==> config.mk <==
export PLATFORM = sky130hd
export DESIGN_NAME = serial_adder
export DESIGN_NICKNAME = d
export VERILOG_FILES = /design/src/rtl/serial_adder.sv
export SDC_FILE = /design/constraint.sdc
export NUM_CORES = 1
export LEC_CHECK = 0
export BUFFER_PORTS_ARGS = -buffer_cell sky130_fd_sc_hd__buf_2
export CAP_MARGIN = 20
export CORE_MARGIN = 4
export CORE_UTILIZATION = 60
export CTS_BUF_LIST = sky130_fd_sc_hd__clkbuf_2 sky130_fd_sc_hd__clkbuf_4 sky130_fd_sc_hd__clkbuf_8
export DETAILED_ROUTE_END_ITERATION = 6
export PLACE_DENSITY = 0.95
export SYNTH_ARGS = -nofsm -noshare
export SYNTH_HDL_FRONTEND = slang
export SYNTH_SLANG_ARGS = --single-unit
==> constraint.sdc <==
create_clock -name clk -period 3.05 [get_ports clk]
set_input_delay 0.915 -clock clk [delete_from_list [all_inputs] [get_ports clk]]
set_output_delay 0.915 -clock clk [all_outputs]
set_load 0.02 [all_outputs]
==> src/rtl/serial_adder.sv <==
// ============================================================================
// serial_adder
// ----------------------------------------------------------------------------
// Bit-serial adder/subtractor. One full-adder cell is reused over WIDTH clock
// cycles to add (a+b) or subtract (a-b) two WIDTH-bit operands. It is the
// sequential follow-on to the tutorial's combinational full adder. Results are
// presented on sum/cout/ovf and held until the next operation completes.
//
// Subtraction is done as a + ~b + 1. B is inverted on capture and the carry is
// seeded with the mode bit.
//
// Parameters:
//   WIDTH   operand/result width in bits (2..32), default 8
//
// Ports:
//   clk     in   system clock, rising-edge active
//   rst_n   in   asynchronous active-low reset
//   start   in   request a new operation (honoured in IDLE or DONE only)
//   mode    in   0 = add, 1 = subtract; captured together with start
//   a, b    in   WIDTH-bit operands; captured together with start
//   busy    out  high while the serial add is running
//   done    out  single-cycle pulse when a fresh result is valid
//   sum     out  WIDTH-bit result of the last completed operation
//   cout    out  carry out of the MSB (subtract: 1 = no borrow, a >= b)
//   ovf     out  signed two's-complement overflow of the last result
//
// Build option:
//   SERIAL_ADDER_OVF_EN  when defined, ovf is computed and registered.
//                        When undefined, ovf is tied low and no overflow
//                        storage is built.
// ============================================================================

module serial_adder #(
   parameter int WIDTH = 8
) (
   input  logic             clk,
   input  logic             rst_n,
   input  logic             start,
   input  logic             mode,
   input  logic [WIDTH-1:0] a,
   input  logic [WIDTH-1:0] b,
   output logic             busy,
   output logic             done,
   output logic [WIDTH-1:0] sum,
   output logic             cout,
   output logic             ovf
);

   // The bit counter only has to reach WIDTH-1, so clog2(WIDTH) bits suffice.
   localparam int            CW       = (WIDTH > 1) ? $clog2(WIDTH) : 1;
   localparam logic [CW-1:0] LAST_BIT = CW'(WIDTH - 1);

   typedef enum logic [1:0] {
      IDLE = 2'd0,
      RUN  = 2'd1,
      DONE = 2'd2
   } stateT;

   stateT            r_state;
   stateT            w_nextState;

   logic [WIDTH-1:0] r_opA;
   logic [WIDTH-1:0] r_opB;
   logic [WIDTH-1:0] r_partial;
   logic             r_carry;
   logic [CW-1:0]    r_count;

   logic [WIDTH-1:0] r_sum;
   logic             r_cout;

   logic             w_capture;
   logic             w_lastBit;
   logic             w_sumBit;
   logic             w_carryOut;
   logic [WIDTH-1:0] w_finalSum;

   // A start request is only honoured outside RUN.
   // In DONE it gives the back-to-back case.
   assign w_capture = start && ((r_state == IDLE) || (r_state == DONE));

   // The final RUN cycle processes the MSB and latches the results.
   assign w_lastBit = (r_state == RUN) && (r_count == LAST_BIT);

   // The single shared full-adder cell works on the operand LSBs.
   assign w_sumBit   = r_opA[0] ^ r_opB[0] ^ r_carry;
   assign w_carryOut = (r_opA[0] & r_opB[0]) | (r_carry & (r_opA[0] ^ r_opB[0]));

   // Sum bits enter at the MSB and move right.
   // After WIDTH shifts, bit 0 lands in position 0.
   assign w_finalSum = {w_sumBit, r_partial[WIDTH-1:1]};

   // State register.
   always_ff @(posedge clk or negedge rst_n) begin
      if (!rst_n) begin
         r_state <= IDLE;
      end else begin
         r_state <= w_nextState;
      end
   end

   // Next-state and handshake decode.
   // busy covers exactly the WIDTH serial cycles.
   // done marks the one cycle spent in DONE.
   always_comb begin
      w_nextState = r_state;
      busy        = 1'b0;
      done        = 1'b0;
      case (r_state)
         IDLE: begin
            if (start) begin
               w_nextState = RUN;
            end
         end
         RUN: begin
            busy = 1'b1;
            if (r_count == LAST_BIT) begin
               w_nextState = DONE;
            end
         end
         DONE: begin
            done = 1'b1;
            if (start) begin
               w_nextState = RUN;
            end else begin
               w_nextState = IDLE;
            end
         end
         default: begin
            w_nextState = IDLE;
         end
      endcase
   end

   // Serial datapath.
   // On capture, B is inverted for subtraction, and the carry is seeded with
   // the mode bit to supply the +1 of the two's complement.
   // During RUN, both operands shift right one bit per cycle.
   // After capture the inputs are no longer looked at, so a, b and mode may
   // change freely.
   always_ff @(posedge clk or negedge rst_n) begin
      if (!rst_n) begin
         r_opA     <= '0;
         r_opB     <= '0;
         r_partial <= '0;
         r_carry   <= 1'b0;
         r_count   <= '0;
      end else if (w_capture) begin
         r_opA     <= a;
         r_opB     <= b ^ {WIDTH{mode}};
         r_partial <= '0;
         r_carry   <= mode;
         r_count   <= '0;
      end else if (r_state == RUN) begin
         r_opA     <= r_opA >> 1;
         r_opB     <= r_opB >> 1;
         r_partial <= w_finalSum;
         r_carry   <= w_carryOut;
         if (w_lastBit) begin
            r_count <= '0;
         end else begin
            r_count <= r_count + CW'(1);
         end
      end
   end

   // Result registers.
   // They update only on the MSB cycle, so partial sums never reach the LEDs.
   always_ff @(posedge clk or negedge rst_n) begin
      if (!rst_n) begin
         r_sum  <= '0;
         r_cout <= 1'b0;
      end else if (w_lastBit) begin
         r_sum  <= w_finalSum;
         r_cout <= w_carryOut;
      end
   end

   assign sum  = r_sum;
   assign cout = r_cout;

`ifdef SERIAL_ADDER_OVF_EN
   logic r_ovf;

   // On the MSB cycle, r_carry still holds the carry into the MSB.
   // Signed overflow is that carry XOR the carry out.
   always_ff @(posedge clk or negedge rst_n) begin
      if (!rst_n) begin
         r_ovf <= 1'b0;
      end else if (w_lastBit) begin
         r_ovf <= r_carry ^ w_carryOut;
      end
   end

   assign ovf = r_ovf;
`else
   assign ovf = 1'b0;
`endif

endmodule
=== Word level (Yosys, flattened, before mapping) ===
Cells that the tools add are included.
Widths: inputs -> output; s select.

* Logic and storage cells: 43
* Bits in registers: 39
* Output and inout bits: 12
* Input bits: 20

* Reductions and logical operators: 6
* Add/subtract/negate cells: 1
* Multiplexer cells: 17
* Equality and inequality tests: 5
* Bitwise gates (word level): 6

{| class="wikitable"
|+ Operators with widths
! kind !! count
|-
| $mux 8 || 6
|-
| $mux 3 || 3
|-
| $xor 8x8->8 || 1
|-
| $pmux 2 s3 || 1
|-
| $mux 1 || 5
|-
| $mux 2 || 2
|-
| $ne 2x2->1 const B || 2
|-
| $add 3x1->3 const B || 1
|-
| $eq 3x3->1 const B || 1
|-
| $and 1x1->1 || 2
|-
| $eq 2x1->1 const B || 1
|-
| $eq 2x2->1 const B || 1
|-
| $logic_and 1x1->1 || 2
|-
| $logic_not 2->1 || 1
|-
| $reduce_and 2->1 || 1
|-
| $reduce_bool 2->1 || 1
|-
| $xor 1x1->1 || 2
|-
| $logic_or 1x1->1 || 1
|-
| $or 1x1->1 || 1
|}

=== Longest topological paths before layout ===
Gate-level depths: netlist (run 1).

* Depth after elaboration: 5
* Mapped depth: 5
* Gate-level depth less buffers: 5

=== Least setup slack after synthesis (run 1) ===
No wires, ideal clock.

* Path kind: input -> register
* From: input start
* To: register r_opB[6]
* Cell stages on the path: 5
* Slack: 1311 ps
* Library setup time: 126 ps
* Arrival: 1613 ps
* Path through: nor2b_2 > buf_6 > nor2_4 > buf_6 > a221o_1

* Word-level cells in the longest chain between the ends: 2
* Elaborated cells on any way between the ends: 3

{| class="wikitable"
|+ Ends and longest elaborated chain
! item !! line !! source
|-
| from (decl) || 38 || <nowiki>input logic start,</nowiki>
|-
| $logic_and 1x1->1 * || 79 || <nowiki>assign w_capture = start && ((r_state == IDLE) || (r_state == DONE));</nowiki>
|-
| $mux 8 or $reduce_bool 2->1 (tied branches) || -- ||
|-
| to (signal assigned) || 149 || <nowiki>r_opB <= b ^ {WIDTH{mode}};</nowiki>
|-
| to (signal assigned) || 155 || <nowiki>r_opB <= r_opB >> 1;</nowiki>
|-
| to (decl) || 63 || <nowiki>logic [WIDTH-1:0] r_opB;</nowiki>
|}

Mark *: on every way between the ends. The rest lies on a longest branch, timed or not.
A chain may end at the register's enable or synchronous reset.

=== Worst setup path in the final report (run 1) ===
* From: register r_state[0]
* To: output busy

* Word-level cells in the longest chain between the ends: 2

{| class="wikitable"
|+ Ends and longest elaborated chain
! item !! line !! source
|-
| from (decl) || 59 || <nowiki>stateT r_state;</nowiki>
|-
| from (signal assigned) || 97 || <nowiki>r_state <= w_nextState;</nowiki>
|-
| $eq 2x1->1 || 108 || <nowiki>case (r_state)</nowiki>
|-
| $mux 1 || 108 ||
|-
| to (decl) || 42 || <nowiki>output logic busy,</nowiki>
|}

Every way passes these cells.

==> results of run 1 <==
[state kept, by name, summed over array words and instances (netlist names)]
register,flops
r_count,3
r_state,2
r_carry,1
r_opA,8
cout,1
sum,8
r_partial,7
r_opB,8
[synth_stat cells, drive strengths merged]
| cell type | number |
|---|---|
| fa | 1 |
| clkinv | 1 |
| or3 | 1 |
| mux2 | 9 |
| buf | 8 |
| nand3 | 3 |
| ha | 2 |
| inv | 2 |
| a21oi | 2 |
| xnor2 | 8 |
| a22oi | 2 |
| o22ai | 1 |
| nand2b | 2 |
| o21ai | 1 |
| a221o | 7 |
| dfrtp | 38 |
| a31oi | 5 |
| conb | 1 |
| a32o | 1 |
| clkbuf | 1 |
| a22o | 8 |
| nor2 | 15 |
| nor2b | 2 |
| nor3 | 1 |
| a211oi | 1 |
| nand2 | 15 |
[layout make-up]
class | count | share of cell area
flip-flops and latches | 38 | 0.508
multi-input cells | 88 | 0.339
repair buffers | 30 | 0.0802
clock buffers | 7 | 0.0281
well taps | 30 | 0.0201
clock inverters | 1 | 0.0160
inverters | 3 | 0.00869
[through the flow]
step	instance area, um^2	power, mW
2_1_floorplan	1670	1.44
3_3_place_gp	1790	1.55
3_5_place_dp	1790	1.61
4_1_cts	1870	1.95
5_1_grt	1870	2.08
6_report	1870	1.95
[metal layers]
layer,share of wire,vias up
li1,-,542
met1,0.41,552
met2,0.51,35
met3,0.059,7
met4,0.020,0
met5,0,-
[layout by cell type (no fill, tap or decap), types with 2 or more instances in the layout]
cell | netlist | layout
sky130_fd_sc_hd__inv_1 | 2 | 2
sky130_fd_sc_hd__buf_2 | 3 | 30
sky130_fd_sc_hd__a22o_1 | 8 | 8
sky130_fd_sc_hd__nand3_1 | 3 | 3
sky130_fd_sc_hd__a22oi_1 | 2 | 2
sky130_fd_sc_hd__ha_1 | 2 | 2
sky130_fd_sc_hd__nand2_1 | 14 | 14
sky130_fd_sc_hd__mux2_2 | 9 | 9
sky130_fd_sc_hd__a221o_1 | 7 | 7
sky130_fd_sc_hd__clkbuf_4 | 0 | 7
sky130_fd_sc_hd__nor2_1 | 14 | 14
sky130_fd_sc_hd__xnor2_1 | 8 | 8
sky130_fd_sc_hd__a31oi_1 | 5 | 5
sky130_fd_sc_hd__dfrtp_1 | 38 | 38
sky130_fd_sc_hd__a21oi_1 | 2 | 2
[power breakdown]
part	switching, mW	leakage (nW)	internal [mW]	total (mW)
Clock	0.155	0.0463	0.192	0.346
Combinational	0.414	0.391	0.324	0.738
Sequential	0.139	0.483	0.723	0.862
Total	0.707	0.920	1.24	1.95
[path summary, 6_finish.rpt]
| path | to | slack (ns) | depth (start not counted) |
|---|---|---|---|
| max in group asynchronous | r_opA[7]$_DFFE_PN0P_ | 1.89 | 1 |
| min reg2reg | sum[4]$_DFFE_PN0P_ | 0.51 | 1 |
| max reg2reg | r_opB[5]$_DFFE_PN0P_ | 1.44 | 3 |
| min in group asynchronous | sum[4]$_DFFE_PN0P_ | 0.65 | 1 |
| min | sum[4]$_DFFE_PN0P_ | 0.51 | 1 |
| max | busy | 0.69 | 3 |
[worst max-delay path: stages (launching register included)]
cell,delay (ns)
sky130_fd_sc_hd__dfrtp_1,0.45
sky130_fd_sc_hd__nand2b_4,0.19
sky130_fd_sc_hd__clkinv_4,0.22
sky130_fd_sc_hd__buf_2,0.23
[cell families (layout without fill, tap and decap cells)]
family / after synthesis / after routing / share of synthesized area
other: 1 / 1 / 0.00225
AOI/OAI and AO/OA: 28 / 28 / 0.135
adders and majority gates: 3 / 3 / 0.0270
buffers and inverters: 12 / 41 / 0.0481
and+or+nand+nor: 39 / 39 / 0.113
xor gates and xnor gates: 8 / 8 / 0.0421
DFF: 38 / 38 / 0.571
muxes: 9 / 9 / 0.0609
==> flow_summary.json, run 1 <==
{
  "outcome": "finished clean",
  "synthTopCellsByArea": "sky130_fd_sc_hd__dfrtp_1 (57%), sky130_fd_sc_hd__mux2_2 (6.1%), sky130_fd_sc_hd__a221o_1 (4.2%)",
  "hold_buffers": 0,
  "holdCritPathClass": "register to register",
  "cts_made_buffers": 5,
  "worst_slew_margin_rel": 0.468,
  "globalRoute.busiestLayer": "met2",
  "die_area_um2": 3680,
  "rsz0062_at_grt": "false",
  "critical_path.startpoint_type": "register",
  "grt_pass1_wl_um": 5270,
  "syn-num-nets": 161,
  "detail_route.wirelength_um": 3110,
  "number_of_top_level_pins": 32,
  "worst-endpoint-arrival_ns": 1.44,
  "drtPass1Iterations": 4,
  "insertedDiodeCount": 0,
  "starting_density_of_the_core": 0.649,
  "timing.critical_path.to_type": "primary output",
  "core_region_area_um2": 2570,
  "setup-tns-final_ns": 0,
  "tritoncts": "built",
  "hold_path.startpoint": "sum[4]$_DFFE_PN0P_",
  "clock_insertion_delay_worst_skew_ns": 0.34,
  "floorplan.rows": 18,
  "synth.top_cell.area_share": 0.571,
  "power-per-cell-area_nw_per_um2": 1040,
  "post_synth_instance_area_um2": 1670,
  "detail_route.iter0.violations": 55,
  "detail_route.wl_per_cell_um": 15.8,
  "clk_pin_slew_ns": 0.11,
  "cts-root-to-sink-buffers": 2,
  "routed_via_density": 5.77,
  "die-width_um": 60.7,
  "finalHoldWorstSlack_ns": 0.509,
  "port-buffer-count": 30,
  "dpl.hpwl_um": 2190,
  "area.sequential_um2": 951,
  "postCtsSetupBuffers": 0,
  "grt_start_max_net_pins": 39,
  "fin_crit_ns": 2.36,
  "grt_overflow": 0,
  "ys_ff_latch": 38,
  "cts_root_buf": "sky130_fd_sc_hd__clkbuf_4",
  "filler_cell_count": 186,
  "synth_top_area_cell": "sky130_fd_sc_hd__dfrtp_1",
  "setup_violations": 0,
  "cts_resized": 0,
  "cap_violations": 0,
  "finalHoldViolCount": 0,
  "timing.critical_path.fanout_max": 28,
  "synth_seq_area_share": 0.571,
  "fp.dieH_um": 60.7,
  "first_global_vias": 1123,
  "numPlacedInstances": 189,
  "grt.met1_usage": 0.251,
  "period_share": 0.773,
  "crit_start": "r_state[0]$_DFFE_PN0P_",
  "ir_drop_mv": 0.696,
  "syn-instance-count": 138,
  "num-nets-final": 189,
  "final_antenna_net_count": 0,
  "remaining_drc_errors": 0,
  "synth_cell_type_count": 32,
  "cp_data_required_time_ns": 2.13,
  "preCtsSetupSlack_ns": 0.951,
  "fmaxAchievable_mhz": 424,
  "final-instance-count-excl-fill": 197,
  "synthesis.area_per_instance_um2": 12.1,
  "grt_util_met2": 0.328,
  "gpl.final_weighted_congestion": 0.750,
  "slew_violations": 0,
  "globalRouteMet3Util": 0.0447,
  "rr_startpoint": "r_state[0]$_DFFE_PN0P_",
  "area_growth_syn_to_layout_pct": 12.4,
  "htreeDepth": 2,
  "final_worst_path_setup_slack_ns": 0.691,
  "antenna_violations_before_repair": 0,
  "synth-warning-count": 0,
  "footprint_of_the_multi_input_gates_um2": 634,
  "final_clock_skew_ns": 0.0104,
  "fin_util": 0.729,
  "tightestPinTransition_ns": 0.798,
  "numClockSinks": 38,
  "total_leakage_power_nw": 0.920,
  "groute.usage.overall": 0.197,
  "vias": 1136,
  "post_route_cells_drive_above_1_share": 0.311,
  "worst_setup_path_type": "register to primary output"
}
(Power assumes the default switching activity.)
==> run 2: changes to the inputs <==
--- a/config.mk
+++ b/config.mk
@@ -5,13 +5,14 @@
 export SDC_FILE = /design/constraint.sdc
 export NUM_CORES = 1
 export LEC_CHECK = 0
+export ABC_AREA = 1
 export BUFFER_PORTS_ARGS = -buffer_cell sky130_fd_sc_hd__buf_2
 export CAP_MARGIN = 20
 export CORE_MARGIN = 4
-export CORE_UTILIZATION = 60
+export CORE_UTILIZATION = 57
 export CTS_BUF_LIST = sky130_fd_sc_hd__clkbuf_2 sky130_fd_sc_hd__clkbuf_4 sky130_fd_sc_hd__clkbuf_8
 export DETAILED_ROUTE_END_ITERATION = 6
-export PLACE_DENSITY = 0.95
+export PLACE_DENSITY = 0.9
 export SYNTH_ARGS = -nofsm -noshare
 export SYNTH_HDL_FRONTEND = slang
 export SYNTH_SLANG_ARGS = --single-unit
==> constraint.sdc (replaced) <==
create_clock -name clk -period 2.2 [get_ports clk]
set_input_delay 0.66 -clock clk [delete_from_list [all_inputs] [get_ports clk]]
set_output_delay 0.66 -clock clk [all_outputs]
set_load 0.02 [all_outputs]
==> run 2 against run 1 <==
  * Worst setup slack worse by 0.53 ns
  * Final area up 14%
  * Clock-buffer cell count down 1
  * Sequential cell count unchanged
  * Critical path type unchanged
  * Largest cell class unchanged
  * Largest power group unchanged
==> flow_summary.json, run 2 <==
{
  "holdCritPathClass": "input pin to async pin",
  "die_area_um2": 4260,
  "fmaxAchievable_mhz": 489,
  "rr_startpoint": "r_state[0]$_DFFE_PN0P_",
  "cpLargestDelayFamily": "flip-flops",
  "synth_seq_area_share": 0.509,
  "cts_made_buffers": 5,
  "groute.usage.overall": 0.190,
  "clk_pin_slew_ns": 0.12,
  "critPathBufInv": 2,
  "outcome": "finished clean",
  "synthMostInstantiatedCell": "sky130_fd_sc_hd__nand2_1",
  "post_synth_instance_area_um2": 1870,
  "detail_route.wl_per_cell_um": 11.5,
  "postCtsSetupBuffers": 0,
  "ys_dominant_reg_cell": "sky130_fd_sc_hd__dfrtp_1",
  "fp.dieH_um": 65.2,
  "worst_setup_path_type": "register to primary output",
  "setup-tns-final_ns": 0,
  "port-buffer-count": 30,
  "final_antenna_net_count": 0,
  "numClockSinks": 38,
  "dpl.hpwl_um": 2500,
  "netSwitchingFraction": 0.394,
  "tritoncts": "built",
  "cts-root-to-sink-buffers": 2,
  "footprint_of_the_multi_input_gates_um2": 736,
  "path_cells": "inv_2 -> nor2_4 -> buf_2",
  "gpl.final_weighted_congestion": 0.824,
  "p_sw_mw": 1.19,
  "cap_violations": 0,
  "final_cell_mix": "sky130_fd_sc_hd__nand2_1 (90), sky130_fd_sc_hd__dfrtp_1 (38), sky130_fd_sc_hd__buf_2 (30)",
  "ys_ff_latch": 38,
  "first_global_vias": 1472,
  "period_share": 0.929,
  "worst-endpoint-arrival_ns": 1.38,
  "clock_insertion_delay_worst_skew_ns": 0.35,
  "synth-edff-count": 0,
  "die-width_um": 65.2,
  "synth_cell_type_count": 20,
  "insertedDiodeCount": 0,
  "synth.cells.most_frequent": "sky130_fd_sc_hd__nand2_1 (90), sky130_fd_sc_hd__dfrtp_1 (38), sky130_fd_sc_hd__nand3_1 (29)",
  "hold_buffers": 0,
  "synth.top_cell.area_share": 0.509,
  "floorplan.rows": 20,
  "area.sequential_um2": 951,
  "finalHoldViolCount": 0,
  "critical_path.startpoint_type": "register",
  "ir_drop_mv": 0.648,
  "worst_path_max_delay_cell": "sky130_fd_sc_hd__dfrtp_1",
  "routed_via_density": 4.93,
  "total_leakage_power_nw": 1.20,
  "rsz0062_at_grt": "false",
  "crit_path_max_incr_delay_ns": 0.64,
  "grt_pass1_wl_um": 6220,
  "internal_power_mw": 1.83,
  "final_common_cell": "sky130_fd_sc_hd__nand2_1",
  "vias": 1488,
  "core_region_area_um2": 3100,
  "remaining_drc_errors": 0,
  "pwr-share-seq": 0.405,
  "htreeDepth": 2,
  "post_route_cells_drive_above_1_share": 0.225,
  "grt_overflow": 0,
  "finalHoldWorstSlack_ns": 0.333,
  "grt_start_max_net_pins": 39,
  "clkPwrFrac": 0.202,
  "share_comb_of_total_power": 0.393,
  "drtPass1Iterations": 4,
  "slew_violations": 0,
  "detail_route.iter0.violations": 87,
  "antenna_violations_before_repair": 0,
  "final_clock_skew_ns": 0.0151,
  "cts_root_buf": "sky130_fd_sc_hd__clkbuf_4",
  "fin_util": 0.688,
  "cp_data_required_time_ns": 1.54,
  "num-nets-final": 280,
  "cts_resized": 0,
  "synth_top_area_cell": "sky130_fd_sc_hd__dfrtp_1",
  "fin_crit_ns": 2.04,
  "synth-warning-count": 0,
  "syn-instance-count": 226,
  "detail_route.wirelength_um": 3480,
  "timing.critical_path.to_type": "primary output",
  "async_flop_share": 1.00,
  "timing.critical_path.fanout_max": 11,
  "number_of_top_level_pins": 32,
  "synthTopCellsByArea": "sky130_fd_sc_hd__dfrtp_1 (51%), sky130_fd_sc_hd__nand2_1 (18%), sky130_fd_sc_hd__nand3_1 (7.8%)",
  "setup_violations": 0,
  "syn-num-nets": 249,
  "filler_cell_count": 267,
  "starting_density_of_the_core": 0.602,
  "synthesis.area_per_instance_um2": 8.27,
  "power-per-cell-area_nw_per_um2": 1420,
  "crit_start": "r_state[0]$_DFFE_PN0P_",
  "area_growth_syn_to_layout_pct": 14.2
}
## run 2: cell families after synthesis
group	count (synthesis)	synth area share
simple gates	129	0.304
buf+inv	38	0.0971
flops	38	0.509
compound gates	16	0.0589
fa+ha+maj	3	0.0241
xor+xnor	1	0.00469
other cells	1	0.00201
## run 2: final timing paths
| kind | endpoint | slack (ns) | cells past startpoint |
|---|---|---|---|
| min in group clk | r_opA[1]$_DFFE_PN0P_ | 0.49 | 2 |
| worst max-delay path | busy | 0.16 | 3 |
| max in group asynchronous | r_opA[7]$_DFFE_PN0P_ | 1.54 | 2 |
| worst max register to register | sum[3]$_DFFE_PN0P_ | 0.62 | 6 |
| worst min-delay path | r_partial[7]$_DFFE_PN0P_ | 0.33 | 2 |
| worst min register to register | r_opA[1]$_DFFE_PN0P_ | 0.49 | 2 |
## run 2: worst reg2reg max path, cell delays in order, from the launching register on
cell and delay [ns]:
sky130_fd_sc_hd__dfrtp_1 0.64, sky130_fd_sc_hd__inv_2 0.12, sky130_fd_sc_hd__nor2_4 0.12, sky130_fd_sc_hd__buf_4 0.24, sky130_fd_sc_hd__nand2_4 0.19, sky130_fd_sc_hd__nand2_1 0.13
sky130_fd_sc_hd__o21ai_2 0.05
## run 2: area by class of cell
| cell class | instances | area share |
|---|---|---|
| timing repair buffer | 32 | 0.0774 |
| clock inverter | 2 | 0.0282 |
| clock buffer | 6 | 0.0240 |
| multi-input combinational | 150 | 0.345 |
| inverter | 30 | 0.0540 |
| tap | 44 | 0.0258 |
| sequential | 38 | 0.446 |
## run 2: through the flow
stage / worst slack (ns) / cell area [um^2] / instances / power, mW
after global routing: 0.0506 / 2130 / 302 / 3.30
after detailed placement: 0.542 / 2020 / 294 / 2.43
final: 0.157 / 2130 / 302 / 3.03
after global placement: 0.563 / 2020 / 294 / 2.37
after CTS: 0.146 / 2130 / 302 / 3.06
after floorplan: 0.713 / 1870 / 226 / 2.14
## run 2: power groups by stage
stage | Combinational (mW) | Sequential, mW | Clock (mW)
2_1_floorplan | 0.861 | 1.28 | 0
3_3_place_gp | 1.14 | 1.22 | 0
3_5_place_dp | 1.20 | 1.24 | 0
4_1_cts | 1.20 | 1.23 | 0.625
5_1_grt | 1.37 | 1.27 | 0.657
6_report | 1.19 | 1.23 | 0.612
## run 2: per-layer routing
metal,track usage,share of wire,vias to the layer above
met3,0.0479,0.054,6
li1,-,-,760
met4,0.0855,0.017,0
met5,0,0,-
met1,0.239,0.46,681
met2,0.307,0.47,41
==> run 3: changes to the inputs <==
--- a/config.mk
+++ b/config.mk
@@ -5,11 +5,11 @@
 export SDC_FILE = /design/constraint.sdc
 export NUM_CORES = 1
 export LEC_CHECK = 0
-export ABC_AREA = 1
+export ABC_AREA = 0
 export BUFFER_PORTS_ARGS = -buffer_cell sky130_fd_sc_hd__buf_2
 export CAP_MARGIN = 20
 export CORE_MARGIN = 4
-export CORE_UTILIZATION = 57
+export CORE_UTILIZATION = 56
 export CTS_BUF_LIST = sky130_fd_sc_hd__clkbuf_2 sky130_fd_sc_hd__clkbuf_4 sky130_fd_sc_hd__clkbuf_8
 export DETAILED_ROUTE_END_ITERATION = 6
 export PLACE_DENSITY = 0.9
==> run 3 against run 2 <==
  * Combinational power shrank 13%
  * Sequential share of layout area grew 6.3 points
  * Die area shrank 8.1%
  * Critical path type unchanged
  * Clock skew decreased by 0.0016 ns
  * Worst setup slack worse by 0.045 ns
  * Largest cell class unchanged
  * Register-to-register slack improved by 0.04 ns
  * Non-clock buffer count unchanged
==> flow_summary.json, run 3 (synthesis results as in run 1) <==
{
  "outcome": "finished clean",
  "path_cells": "nand2b_4 -> clkinv_4 -> buf_2",
  "cts_made_buffers": 5,
  "final_clock_skew_ns": 0.0136,
  "cts_root_buf": "sky130_fd_sc_hd__clkbuf_4",
  "total_leakage_power_nw": 0.922,
  "port-buffer-count": 30,
  "worst_setup_path_type": "register to primary output",
  "fin_util": 0.666,
  "worst_path_max_delay_cell": "sky130_fd_sc_hd__dfrtp_1",
  "drtPass1Iterations": 4,
  "p_total_mw": 2.62,
  "worst_slew_margin_rel": 0.462,
  "num-nets-final": 191,
  "starting_density_of_the_core": 0.594,
  "timing.critical_path.fanout_max": 28,
  "holdCritPathClass": "input pin to async pin",
  "numClockSinks": 38,
  "final_antenna_net_count": 0,
  "finalHoldViolCount": 0,
  "clock_insertion_delay_worst_skew_ns": 0.34,
  "placement.cell_area_um2": 1810,
  "setup_violations": 0,
  "post-route-cell-area_um2": 1870,
  "cp_data_required_time_ns": 1.54,
  "cts_resized": 0,
  "core_region_area_um2": 2810,
  "vias": 1158,
  "crit_path_max_incr_delay_ns": 0.46,
  "gpl.final_weighted_congestion": 0.766,
  "critical_path.startpoint_type": "register",
  "post_route_cells_drive_above_1_share": 0.320,
  "grt_overflow": 0,
  "groute.usage.overall": 0.174,
  "htreeDepth": 2,
  "fp.dieH_um": 62.5,
  "floorplan.rows": 19,
  "detail_route.wirelength_um": 3080,
  "first_global_vias": 1163,
  "hold_buffers": 0,
  "grt_start_max_net_pins": 39,
  "dpl.hpwl_um": 2180,
  "final_common_cell": "sky130_fd_sc_hd__dfrtp_1",
  "die-width_um": 62.5,
  "fin_crit_ns": 2.09,
  "rsz0062_at_grt": "false",
  "detail_route.wl_per_cell_um": 15.4,
  "routed_via_density": 5.79,
  "final_cell_mix": "sky130_fd_sc_hd__dfrtp_1 (38), sky130_fd_sc_hd__buf_2 (30), sky130_fd_sc_hd__nand2_1 (14), sky130_fd_sc_hd__nor2_1 (14), sky130_fd_sc_hd__mux2_2 (9)",
  "power-per-cell-area_nw_per_um2": 1400,
  "insertedDiodeCount": 0,
  "area_growth_syn_to_layout_pct": 12.2,
  "cap_violations": 0,
  "ir_drop_mv": 0.818,
  "antenna_violations_before_repair": 0,
  "clk_pin_slew_ns": 0.11,
  "slew_violations": 0,
  "grt_pass1_wl_um": 5270,
  "postCtsSetupBuffers": 0,
  "timing.critical_path.to_type": "primary output",
  "fmaxAchievable_mhz": 479,
  "period_share": 0.949,
  "tritoncts": "built",
  "cts-root-to-sink-buffers": 2,
  "remaining_drc_errors": 0,
  "setup-tns-final_ns": 0,
  "number_of_top_level_pins": 32,
  "tightestPinTransition_ns": 0.808,
  "detail_route.iter0.violations": 65,
  "worst-endpoint-arrival_ns": 1.43,
  "die_area_um2": 3910
}
run 3: cell types whose count changed in the layout (fill, tap and decap cells not counted), moves of 9 or more:
cell                      change
sky130_fd_sc_hd__mux2_2       +9
sky130_fd_sc_hd__nand2_1     -76
sky130_fd_sc_hd__nor2_1      +13
sky130_fd_sc_hd__inv_1       -25
sky130_fd_sc_hd__nand3_1     -26
run 3: metrics by stage:
stage,setup WS [ns],hold slack (ns),std cells
5_1_grt,0.00840,0.436,200
3_3_place_gp,0.531,0.482,192
6_report,0.112,0.402,200
2_1_floorplan,0.716,0.364,138
3_5_place_dp,0.490,0.489,192
4_1_cts,0.108,0.419,200
run 3: critical path: cells and delay by family (launching register included):
kind | cells | cell delay, ns
flops | 1 | 0.46
buf+inv | 2 | 0.45
simple gates | 1 | 0.18
run 3: path summary, 6_finish.rpt:
path / start / endpoint / slack, ns / cells past startpoint
hold reg to reg: r_partial[1]$_DFFE_PN0P_ / r_partial[1]$_DFFE_PN0P_ / 0.51 / 1
setup / recovery: r_state[0]$_DFFE_PN0P_ / busy / 0.11 / 3
hold / removal: rst_n / cout$_DFFE_PN0P_ / 0.40 / 1
setup reg to reg: r_state[0]$_DFFE_PN0P_ / r_opB[5]$_DFFE_PN0P_ / 0.66 / 4
max in group asynchronous: rst_n / r_partial[5]$_DFFE_PN0P_ / 1.28 / 1
min in group clk: r_partial[1]$_DFFE_PN0P_ / r_partial[1]$_DFFE_PN0P_ / 0.51 / 1
run 3: power by group:
part           total, mW  leakage, nW  internal, mW  switching (mW)
sequential          1.19        0.483          1.00           0.192
clock              0.383       0.0387         0.167           0.216
combinational       1.04        0.400         0.464           0.576
total               2.62        0.922          1.63           0.984
run 3: area by class of cell:
cell class / count / area [um^2]
well taps: 31 / 38.8
fillers: 216 / 936
clock inverters: 1 / 5.00
clock buffers: 7 / 58.8
flip-flops and latches: 38 / 951
inverters: 3 / 16.3
repair buffers: 32 / 165
multi-input cells: 88 / 634
run 3: per-layer routing:
metal,wire length [um],vias to the layer above,global-route usage,part of all wire
met5,0,-,0,0
met1,1390,568,0.226,0.45
met4,40,0,0.0496,0.013
li1,-,543,-,-
met2,1470,42,0.273,0.48
met3,185,5,0.0665,0.060
